[src/rtl/mandelbrot_pkg.sv]
// Shared definitions for the Mandelbrot pixel engine: state encoding, default widths and
// fixed-point helpers.
package mandelbrot_pkg;

    localparam int unsigned DefWidth    = 8;
    localparam int unsigned DefCntWidth = 6;

    localparam logic [1:0] IDLE = 2'd0;
    localparam logic [1:0] ITER = 2'd1;
    localparam logic [1:0] DONE = 2'd2;

    typedef enum logic [1:0] {
        StIdle = IDLE,
        StIter = ITER,
        StDone = DONE
    } state_e;

    // Fixed-point 1.0 for the default width (format 2.(WIDTH-2)).
    localparam int unsigned ONE = 1 << (DefWidth - 2);

    function automatic int unsigned fx_one(input int unsigned width);
        return 1 << (width - 2);
    endfunction

endpackage

[src/rtl/mandelbrot_alu.sv]
// Combinational one-step Mandelbrot ALU: z' = z^2 + c in signed 2.(WIDTH-2) fixed point,
// with escape (|z|^2 > 4) and range-overflow flags.
module mandelbrot_alu
    import mandelbrot_pkg::*;
#(
    parameter int unsigned WIDTH = DefWidth
) (
    input  logic signed [WIDTH-1:0] in_cr,
    input  logic signed [WIDTH-1:0] in_ci,
    input  logic signed [WIDTH-1:0] in_zr,
    input  logic signed [WIDTH-1:0] in_zi,
    output logic signed [WIDTH-1:0] out_zr,
    output logic signed [WIDTH-1:0] out_zi,
    output logic                    size,
    output logic                    overflow
);

    localparam int unsigned PW   = 2 * WIDTH + 2;
    localparam int unsigned FRAC = WIDTH - 2;

    // 4.0 expressed with the 2*FRAC fractional bits of a full-precision square.
    localparam logic signed [PW-1:0] MagLimit = PW'(1) << (2 * WIDTH - 2);

    logic signed [PW-1:0] zr_x, zi_x, cr_x, ci_x;
    logic signed [PW-1:0] sq_r, sq_i, x_prod, mag;
    logic signed [PW-1:0] re_full, im_full;
    logic                 ovf_r, ovf_i;

    always_comb begin
        zr_x    = PW'(in_zr);
        zi_x    = PW'(in_zi);
        cr_x    = PW'(in_cr);
        ci_x    = PW'(in_ci);

        sq_r    = zr_x * zr_x;
        sq_i    = zi_x * zi_x;
        x_prod  = zr_x * zi_x;
        mag     = sq_r + sq_i;

        // Products carry 2*FRAC fraction bits; arithmetic shift floors back to FRAC.
        re_full = ((sq_r - sq_i) >>> FRAC) + cr_x;
        im_full = ((x_prod <<< 1) >>> FRAC) + ci_x;

        // In range iff all bits above the WIDTH-bit sign position match the sign.
        ovf_r   = !((&re_full[PW-1:WIDTH-1]) || !(|re_full[PW-1:WIDTH-1]));
        ovf_i   = !((&im_full[PW-1:WIDTH-1]) || !(|im_full[PW-1:WIDTH-1]));

        size     = mag > MagLimit;
        overflow = ovf_r || ovf_i;
        out_zr   = re_full[WIDTH-1:0];
        out_zi   = im_full[WIDTH-1:0];
    end

endmodule

[src/rtl/mandelbrot_iter.sv]
// Per-pixel Mandelbrot iteration engine: accepts c, iterates z until escape, overflow or
// the iteration limit, then holds the count until downstream takes it.
module mandelbrot_iter
    import mandelbrot_pkg::*;
#(
    parameter int unsigned WIDTH     = DefWidth,
    parameter int unsigned CNT_WIDTH = DefCntWidth
) (
    input  logic                 clk,
    input  logic                 rst,
    input  logic                 in_valid,
    output logic                 in_ready,
    input  logic [WIDTH-1:0]     in_cr,
    input  logic [WIDTH-1:0]     in_ci,
    input  logic [CNT_WIDTH-1:0] in_max_iter,
    output logic                 out_valid,
    input  logic                 out_ready,
    output logic [CNT_WIDTH-1:0] out_iter,
    output logic                 out_escaped,
    output logic                 out_overflow
);

    state_e state_q, state_d;

    logic signed [WIDTH-1:0] zr_q, zr_d, zi_q, zi_d;
    logic signed [WIDTH-1:0] cr_q, cr_d, ci_q, ci_d;
    logic [CNT_WIDTH-1:0]    cnt_q, cnt_d, max_q, max_d;
    logic [CNT_WIDTH-1:0]    iter_q, iter_d;
    logic                    esc_q, esc_d, ovf_q, ovf_d;

    logic signed [WIDTH-1:0] alu_zr, alu_zi;
    logic                    alu_size, alu_ovf;

    mandelbrot_alu #(
        .WIDTH (WIDTH)
    ) u_alu (
        .in_cr    (cr_q),
        .in_ci    (ci_q),
        .in_zr    (zr_q),
        .in_zi    (zi_q),
        .out_zr   (alu_zr),
        .out_zi   (alu_zi),
        .size     (alu_size),
        .overflow (alu_ovf)
    );

    always_comb begin
        state_d = state_q;
        zr_d    = zr_q;
        zi_d    = zi_q;
        cr_d    = cr_q;
        ci_d    = ci_q;
        cnt_d   = cnt_q;
        max_d   = max_q;
        iter_d  = iter_q;
        esc_d   = esc_q;
        ovf_d   = ovf_q;

        unique case (state_q)
            StIdle: begin
                if (in_valid) begin
                    cr_d    = in_cr;
                    ci_d    = in_ci;
                    max_d   = in_max_iter;
                    zr_d    = '0;
                    zi_d    = '0;
                    cnt_d   = '0;
                    state_d = StIter;
                end
            end
            StIter: begin
                // Escape beats the limit; the limit check precedes the increment so cnt never wraps.
                if (alu_size || alu_ovf) begin
                    iter_d  = cnt_q;
                    esc_d   = 1'b1;
                    ovf_d   = alu_ovf;
                    state_d = StDone;
                end else if (cnt_q == max_q) begin
                    iter_d  = cnt_q;
                    esc_d   = 1'b0;
                    ovf_d   = 1'b0;
                    state_d = StDone;
                end else begin
                    zr_d  = alu_zr;
                    zi_d  = alu_zi;
                    cnt_d = cnt_q + CNT_WIDTH'(1);
                end
            end
            StDone: begin
                if (out_ready) begin
                    state_d = StIdle;
                end
            end
            default: state_d = StIdle;
        endcase
    end

    always_ff @(posedge clk or posedge rst) begin
        if (rst) begin
            state_q <= StIdle;
            zr_q    <= '0;
            zi_q    <= '0;
            cr_q    <= '0;
            ci_q    <= '0;
            cnt_q   <= '0;
            max_q   <= '0;
            iter_q  <= '0;
            esc_q   <= 1'b0;
            ovf_q   <= 1'b0;
        end else begin
            state_q <= state_d;
            zr_q    <= zr_d;
            zi_q    <= zi_d;
            cr_q    <= cr_d;
            ci_q    <= ci_d;
            cnt_q   <= cnt_d;
            max_q   <= max_d;
            iter_q  <= iter_d;
            esc_q   <= esc_d;
            ovf_q   <= ovf_d;
        end
    end

    assign in_ready     = (state_q == StIdle);
    assign out_valid    = (state_q == StDone);
    assign out_iter     = iter_q;
    assign out_escaped  = esc_q;
    assign out_overflow = ovf_q;

endmodule

[config.mk]
export PLATFORM = sky130hd
export DESIGN_NAME = mandelbrot_iter
export DESIGN_NICKNAME = d
export VERILOG_FILES = /design/src/rtl/mandelbrot_pkg.sv /design/src/rtl/mandelbrot_alu.sv /design/src/rtl/mandelbrot_iter.sv
export SDC_FILE = /design/constraint.sdc
export NUM_CORES = 1
export LEC_CHECK = 0
export BUFFER_PORTS_ARGS = -buffer_cell sky130_fd_sc_hd__buf_2
export CAP_MARGIN = 20
export CORE_ASPECT_RATIO = 0.75
export CORE_UTILIZATION = 35
export CTS_CLUSTER_SIZE = 30
export DETAILED_ROUTE_END_ITERATION = 16
export MAX_ROUTING_LAYER = met4
export PLACE_DENSITY = 0.51
export SLEW_MARGIN = 15
export SYNTH_ARGS = -nofsm -noshare
export SYNTH_HDL_FRONTEND = slang
export SYNTH_HIERARCHICAL = 1
export SYNTH_SLANG_ARGS = --single-unit
[constraint.sdc]
create_clock -name clk -period 12.5 [get_ports clk]
set_input_delay 1.25 -clock clk [delete_from_list [all_inputs] [get_ports clk]]
set_output_delay 1.25 -clock clk [all_outputs]
set_load 0.01 [all_outputs]
==> summary.md, run 1 <==
| Metric | Value |
|---|---|
| DP HPWL | `22100 um` |
| Syn Area/Cell | `8.44 um2` |
| Area leader, netlist | `fa_1` |
| Antenna cell count | `0` |
| Hold Path Stages | `2` |
| Post-CTS Setup Repair Bufs | `0` |
| Synth Net Count | `1606` |
| Worst R2R Path Depth | `32` |
| # IOs | `36` |
| Sink Count | `54` |
| Die width | `207 um` |
| Max-slew violation count | `0` |
| FP Rows | `55` |
| Hold Path End | `ci_q[2]` |
| DIE HEIGHT | `156 um` |
| Sequential area share after synthesis | `12.2%` |
| Main synth FF type | `dfrtp_1` |
| Post-synth EDFFs | `0` |
| Core Box Area | `30600 um2` |
| DRC viols | `0` |
| Routed WL | `26800 um` |
| ANT nets after route | `0` |
| DR pass1 iterations | `5` |
| Ys async rst share | `100%` |
| Synth top area cells | `fa_1 26%, ha_1 14%, dfrtp_1 12%, inv_1 8.1%, nand2_1 5.9%` |
| Slowest stage delay, CP | `0.80 ns` |
| Worst Path Required | `12.65 ns` |
| GRT Total Usage | `18.0%` |
| Root cell of the clock tree | `clkbuf_16` |
| H-tree depth | `2` |
| Clk pin slew, worst setup/hold paths | `0.08 ns` |
| FF+latch count, synth | `54` |
| Fin Setup TNS | `0 ns` |
| Worst hold-check path type | `reg2reg` |
| Starting Density | `36.1%` |
| Syn-to-layout area delta | `5.95%` |
| RSZ-0062 raised after global routing | `no` |
| Hold Vio Cnt, Final | `0` |
| Top cells by count, synth | `239 x inv_1, 175 x nand2_1, 144 x fa_1` |
| Slew headroom | `29.9%` |
| Vias in the first global route | `8322` |
| Worst path slowest cell | `dfrtp_1` |
| Drt first-iter violations | `522` |
| Ys Warns | `6` |
| Most common cell in the synthesized netlist | `inv_1` |
| Final Critical Period | `8.99 ns` |
| Port Buf Inserts | `35` |
| Worst skew pair latency | `0.31 ns` |
| Gpl congestion | `0.855` |
| Reg-to-reg slack, setup | `3.51 ns` |
| Hold_buf cts | `0` |
| Period utilisation layout | `71.9%` |
| Post-synth cell types | `64` |
| Vias | `8290` |
| Clk buf depth | `2` |
| Max Cap Viol | `0` |
| Reg2reg start | `zi_q[7]` |
| Initial antenna violation count | `0` |
| Clock Skews | `0.0118 ns` |
| Post-Syn Area | `11100 um2` |
| Crit path DAT | `9.14 ns` |
| Worst path most repeated cell | `fa_1` |
| Largest net degree at the start of global routing | `55` |
| Post-CTS Resized | `0` |
| Slew @ Worst Pin | `1.05 ns` |
| First-pass GRT wire length | `45300 um` |
| Layout cells sized above 1 | `5.34%` |
| Die footprint | `32300 um2` |
| Post-synth top area share | `26.1%` |
| CTS tree | `done` |
| Vias per Instance | `4.85` |
| RR Endpoint | `cnt_q[4]` |
| Critical path startpoint category | `flip-flop` |
| Worst Path Max Fanout | `23` |
| GRT Residual Overflow | `0` |
| Crit end category | `flip-flop` |
| Number of CTS-inserted buffers | `5` |
| Outcome | `finished clean` |
| Average routed wire per standard cell | `15.7 um` |
| CP Class | `reg2reg` |
| F_max | `111 MHz` |
| Final setup fails | `0` |
| Final #Nets | `1606` |
| Min-delay src | `ci_q[2]` |
| Synthesized instance count | `1310` |
worst max-delay path: cells and delay by family, from the launching register on:
kind / cells / cell delay [ns]
and+or+nand+nor: 7 / 1.34
buffers and inverters: 4 / 0.68
adders and majority gates: 7 / 3.08
DFF: 1 / 0.80
xor gates and xnor gates: 3 / 0.39
AOI/OAI and AO/OA: 11 / 2.50
cell families (layout without fill, tap and decap cells):
group / Yosys count / in the layout / share of synthesized area (%)
adders and majority gates: 270 / 270 / 40.3
buffers and inverters: 288 / 289 / 10.1
xor gates and xnor gates: 94 / 94 / 7.51
and+or+nand+nor: 394 / 394 / 17.1
DFF: 54 / 54 / 12.2
muxes: 6 / 6 / 0.566
AOI/OAI and AO/OA: 204 / 204 / 12.2
layout make-up:
cell class	count	area, um2
inverters	239	897
fillers	3142	18900
clock inverters	3	28.8
repair buffers	42	228
clock buffers	5	125
well taps	399	499
flip-flops and latches	54	1350
multi-input cells	968	8590
per-layer routing:
| metal | wire, um | share of wire (%) | vias up | global-route usage, % |
|---|---|---|---|---|
| met5 | 0 | 0 | - | - |
| met4 | 81 | 0.30 | 0 | 1.07 |
| met3 | 938 | 3.5 | 6 | 1.93 |
| met2 | 10800 | 40 | 112 | 25.1 |
| met1 | 15000 | 56 | 4002 | 28.7 |
| li1 | - | - | 4170 | - |
flip-flops by register name, summed over array words and instances, names as in the netlist:
register and count:
max_q 6, out_iter 6, ci_q 8, out_overflow 1
cr_q 8, out_escaped 1, zi_q 8, zr_q 8
cnt_q 6, state_q 2
per-stage QoR:
| stage | std cells | hold WS (ns) | area [um2] | setup slack, ns | util (%) |
|---|---|---|---|---|---|
| finish | 1710 | 0.492 | 11700 | 3.51 | 38.3 |
| global route | 1710 | 0.535 | 11700 | 2.78 | 38.3 |
| CTS | 1710 | 0.500 | 11700 | 3.48 | 38.3 |
| detailed placement | 1702 | 0.480 | 11600 | 3.54 | 37.8 |
| global placement | 1702 | 0.471 | 11600 | 3.60 | 37.8 |
| floorplan | 1310 | 0.452 | 11100 | 4.64 | - |
worst max path at each step:
stage	from	end	slack, ns	cells past startpoint
floorplan	zi_q[2]	zi_q[1]	4.64	34
global placement	zi_q[7]	cnt_q[5]	3.60	31
detailed placement	zi_q[7]	cnt_q[5]	3.54	32
CTS	zi_q[7]	cnt_q[5]	3.48	32
global route	zi_q[7]	zr_q[0]	2.78	35
finish	zi_q[7]	cnt_q[4]	3.51	32
cells in the final DEF (no fill, tap or decap), types with 13 or more instances in the layout:
master,count
inv_1,238
nand2_1,175
fa_1,144
ha_1,126
xnor2_1,70
and2_1,59
dfrtp_1,54
nor2_1,52
a21oi_1,49
o21ai_0,45
buf_2,35
o211ai_1,29
nor2b_1,25
xor2_1,23
nand3_1,21
nand2b_1,16
a21o_1,13
Power of run 1 is not shown: default switching activity piles up to over one toggle a cycle in this logic, so the estimate is an artifact.
==> inputs of run 2 (changes only) <==
ABC_AREA = 1   (was default)
PLACE_DENSITY = 0.53   (was 0.51)
clock period = 7.7 ns   (was 12.5 ns; I/O delays follow)
==> run 2 against run 1 <==
  * Clock skew is 0.0012 ns lower
  * Flip-flop and latch count unchanged
  * Via count grew 18%
  * Die area up 6.9%
  * Non-clock buffer count increased by 77
  * Synthesized area up 7.0%
  * Final area increased by 16%
  * Register-to-register slack got worse by 3.2 ns
  * Worst setup slack lost 3.2 ns
  * Utilization is 3.2 points higher
==> summary.md, run 2 <==
| Metric | Value |
|---|---|
| Outcome | `finished clean` |
| Die width | `214 um` |
| Clock Skews | `0.0106 ns` |
| Number of CTS-inserted buffers | `5` |
| Reg-to-reg slack, setup | `0.35 ns` |
| Final #Nets | `1987` |
| Sequential area share after synthesis | `11.4%` |
| Gpl congestion | `0.912` |
| Syn Area/Cell | `7.35 um2` |
| Largest net degree at the start of global routing | `55` |
| Worst skew pair latency | `0.32 ns` |
| Reg2reg start | `zi_q[7]` |
| Layout cells sized above 1 | `16.7%` |
| Most common cell after layout, fill and taps aside | `inv_1` |
| Vias | `9787` |
| Final setup fails | `0` |
| Root cell of the clock tree | `clkbuf_16` |
| Period utilisation layout | `95.4%` |
| Worst Path Max Fanout | `6` |
| Worst setup margin | `0.351 ns` |
| Top cells by count, synth | `388 x inv_1, 384 x nand2_1, 144 x fa_1` |
| Clk buf depth | `2` |
| Worst hold-check path type | `reg2reg` |
| Core Util, Final | `41.4%` |
| CP Class | `reg2reg` |
| Port Buf Inserts | `35` |
| Worst path most repeated cell | `inv_1` |
| Drt first-iter violations | `524` |
| Ys Warns | `6` |
| Crit end category | `flip-flop` |
| DP HPWL | `25100 um` |
| Area leader, netlist | `fa_1` |
| ANT nets after route | `0` |
| Worst path slowest cell | `fa_1` |
| Hold_buf cts | `0` |
| Met1 GRT Util | `26.2%` |
| Post-synth EDFFs | `0` |
| GRT busiest layer | `met2` |
| GR Util met3 | `1.77%` |
| Pwr Density | `253 nW/um2` |
| DIE HEIGHT | `161 um` |
| Slowest stage delay, CP | `0.54 ns` |
| Vias in the first global route | `9808` |
| CP endpoint | `zr_q[4]` |
| Vias per Instance | `4.58` |
| GRT Total Usage | `18.1%` |
| Clk pin slew, worst setup/hold paths | `0.08 ns` |
| Worst Path Required | `7.90 ns` |
| Sink Count | `54` |
| Max Cap Viol | `0` |
| Synth top area cells | `fa_1 24%, ha_1 13%, inv_1 12%, nand2_1 12%, dfrtp_1 11%` |
| Hold Vio Cnt, Final | `0` |
| Routed WL | `29700 um` |
| RR Endpoint | `zr_q[4]` |
| Post-synth cell types | `46` |
| Crit path DAT | `7.55 ns` |
| Commonest non-fill, non-tap cells in the layout | `383 x inv_1, 377 x nand2_1, 143 x fa_1` |
| Starting Density | `36.1%` |
| Most common cell in the synthesized netlist | `inv_1` |
| F_max | `136 MHz` |
| Synth Net Count | `1906` |
| Post-synth top area share | `24.4%` |
| DR pass1 iterations | `5` |
| Layout fillers | `3433` |
| Final Critical Period | `7.35 ns` |
| Critical path startpoint category | `flip-flop` |
| Syn-to-layout area delta | `14.9%` |
| Seq. cell area | `1360 um2` |
| DP Worst Slack | `0.0405 ns` |
| Peak VDD IR | `0.000523 V` |
| # IOs | `36` |
| Ys async rst share | `100%` |
| Average routed wire per standard cell | `13.9 um` |
| Synthesized instance count | `1610` |
| CTS tree | `done` |
| Slew headroom | `50.4%` |
| FF+latch count, synth | `54` |
| GRT Residual Overflow | `0` |
| Initial antenna violation count | `1` |
| Fin Setup TNS | `0 ns` |
| Post-Syn Area | `11800 um2` |
| Multi-input logic area | `9140 um2` |
| Max-slew violation count | `0` |
| Main synth FF type | `dfrtp_1` |
| Slew @ Worst Pin | `0.743 ns` |
| Leak Pwr | `7.86 nW` |
| FP Rows | `57` |
| Met2 Resource Use GR | `27.6%` |
| DRC viols | `0` |
| Die footprint | `34600 um2` |
| Crit path from | `zi_q[7]` |
| First-pass GRT wire length | `49300 um` |
| H-tree depth | `2` |
| Worst R2R Path Depth | `39` |
| Core Box Area | `32800 um2` |
==> run 2: cell families after synthesis <==
group	synth area share [%]
simple gates	21.9
buf+inv	14.6
fa+ha+maj	37.7
compound gates	6.90
xor+xnor	5.98
flops	11.4
mux	1.52
==> run 2: power breakdown <==
part / switching, mW / internal [mW] / leakage (nW)
sequential: 0.0707 / 0.362 / 0.678
combinational: 1.63 / 1.09 / 7.10
clock: 0.124 / 0.156 / 0.0820
==> run 2: layer usage <==
layer / routed length, um / up-vias
met2: 12800 / 117
li1: - / 5015
met5: 0 / -
met1: 15700 / 4633
met4: 363 / 0
met3: 816 / 22
==> run 2: worst min-delay path by stage <==
stage | from | depth (start not counted) | slack (ns) | to
after floorplan | zi_q[0] | 2 | 0.46 | zi_q[0]
after global placement | out_iter[1] | 2 | 0.46 | out_iter[1]
after detailed placement | out_iter[5] | 2 | 0.46 | out_iter[5]
after CTS | out_iter[5] | 2 | 0.48 | out_iter[5]
after global routing | out_iter[1] | 2 | 0.49 | out_iter[1]
final | out_iter[5] | 2 | 0.47 | out_iter[5]
==> run 2: repair_timing <==
action / CTS / global route
endpoints found under the setup margin: 3 / 32
pin swaps: 0 / 17
buffers inserted: 0 / 11
gates cloned: 0 / 3
gates resized for setup: 1 / 100
==> run 2: layout make-up <==
cell class,count,share of cell area (%)
Clock buffer,5,0.920
Timing Repair Buffer,119,6.26
Multi-Input combinational cell,1110,67.2
Tap cell,442,4.07
Clock inverter,3,0.359
Inverter,401,11.1
Antenna cell,1,0.0184
Sequential cell,54,10.0
==> run 2: critical path, delay by kind of cell, from the launching register on <==
family | cells | cell delay, ns
XOR/XNOR | 3 | 0.62
AND/OR/NAND/NOR | 15 | 1.66
flip-flops | 1 | 0.44
buffers and inverters | 9 | 0.81
AO/OA/AOI/OAI | 5 | 0.75
adder cells (fa/ha/maj) | 7 | 2.94
==> run 2: per-stage QoR <==
stage	hold slack, ns	std cells	cell area [um2]	power (mW)
2_1_floorplan	0.463	1610	11800	2.16
3_3_place_gp	0.458	2112	12900	2.95
3_5_place_dp	0.457	2112	12900	2.93
4_1_cts	0.476	2120	13100	3.24
5_1_grt	0.493	2135	13600	3.84
6_report	0.470	2135	13600	3.44
Power figures use the tool's default switching activity.
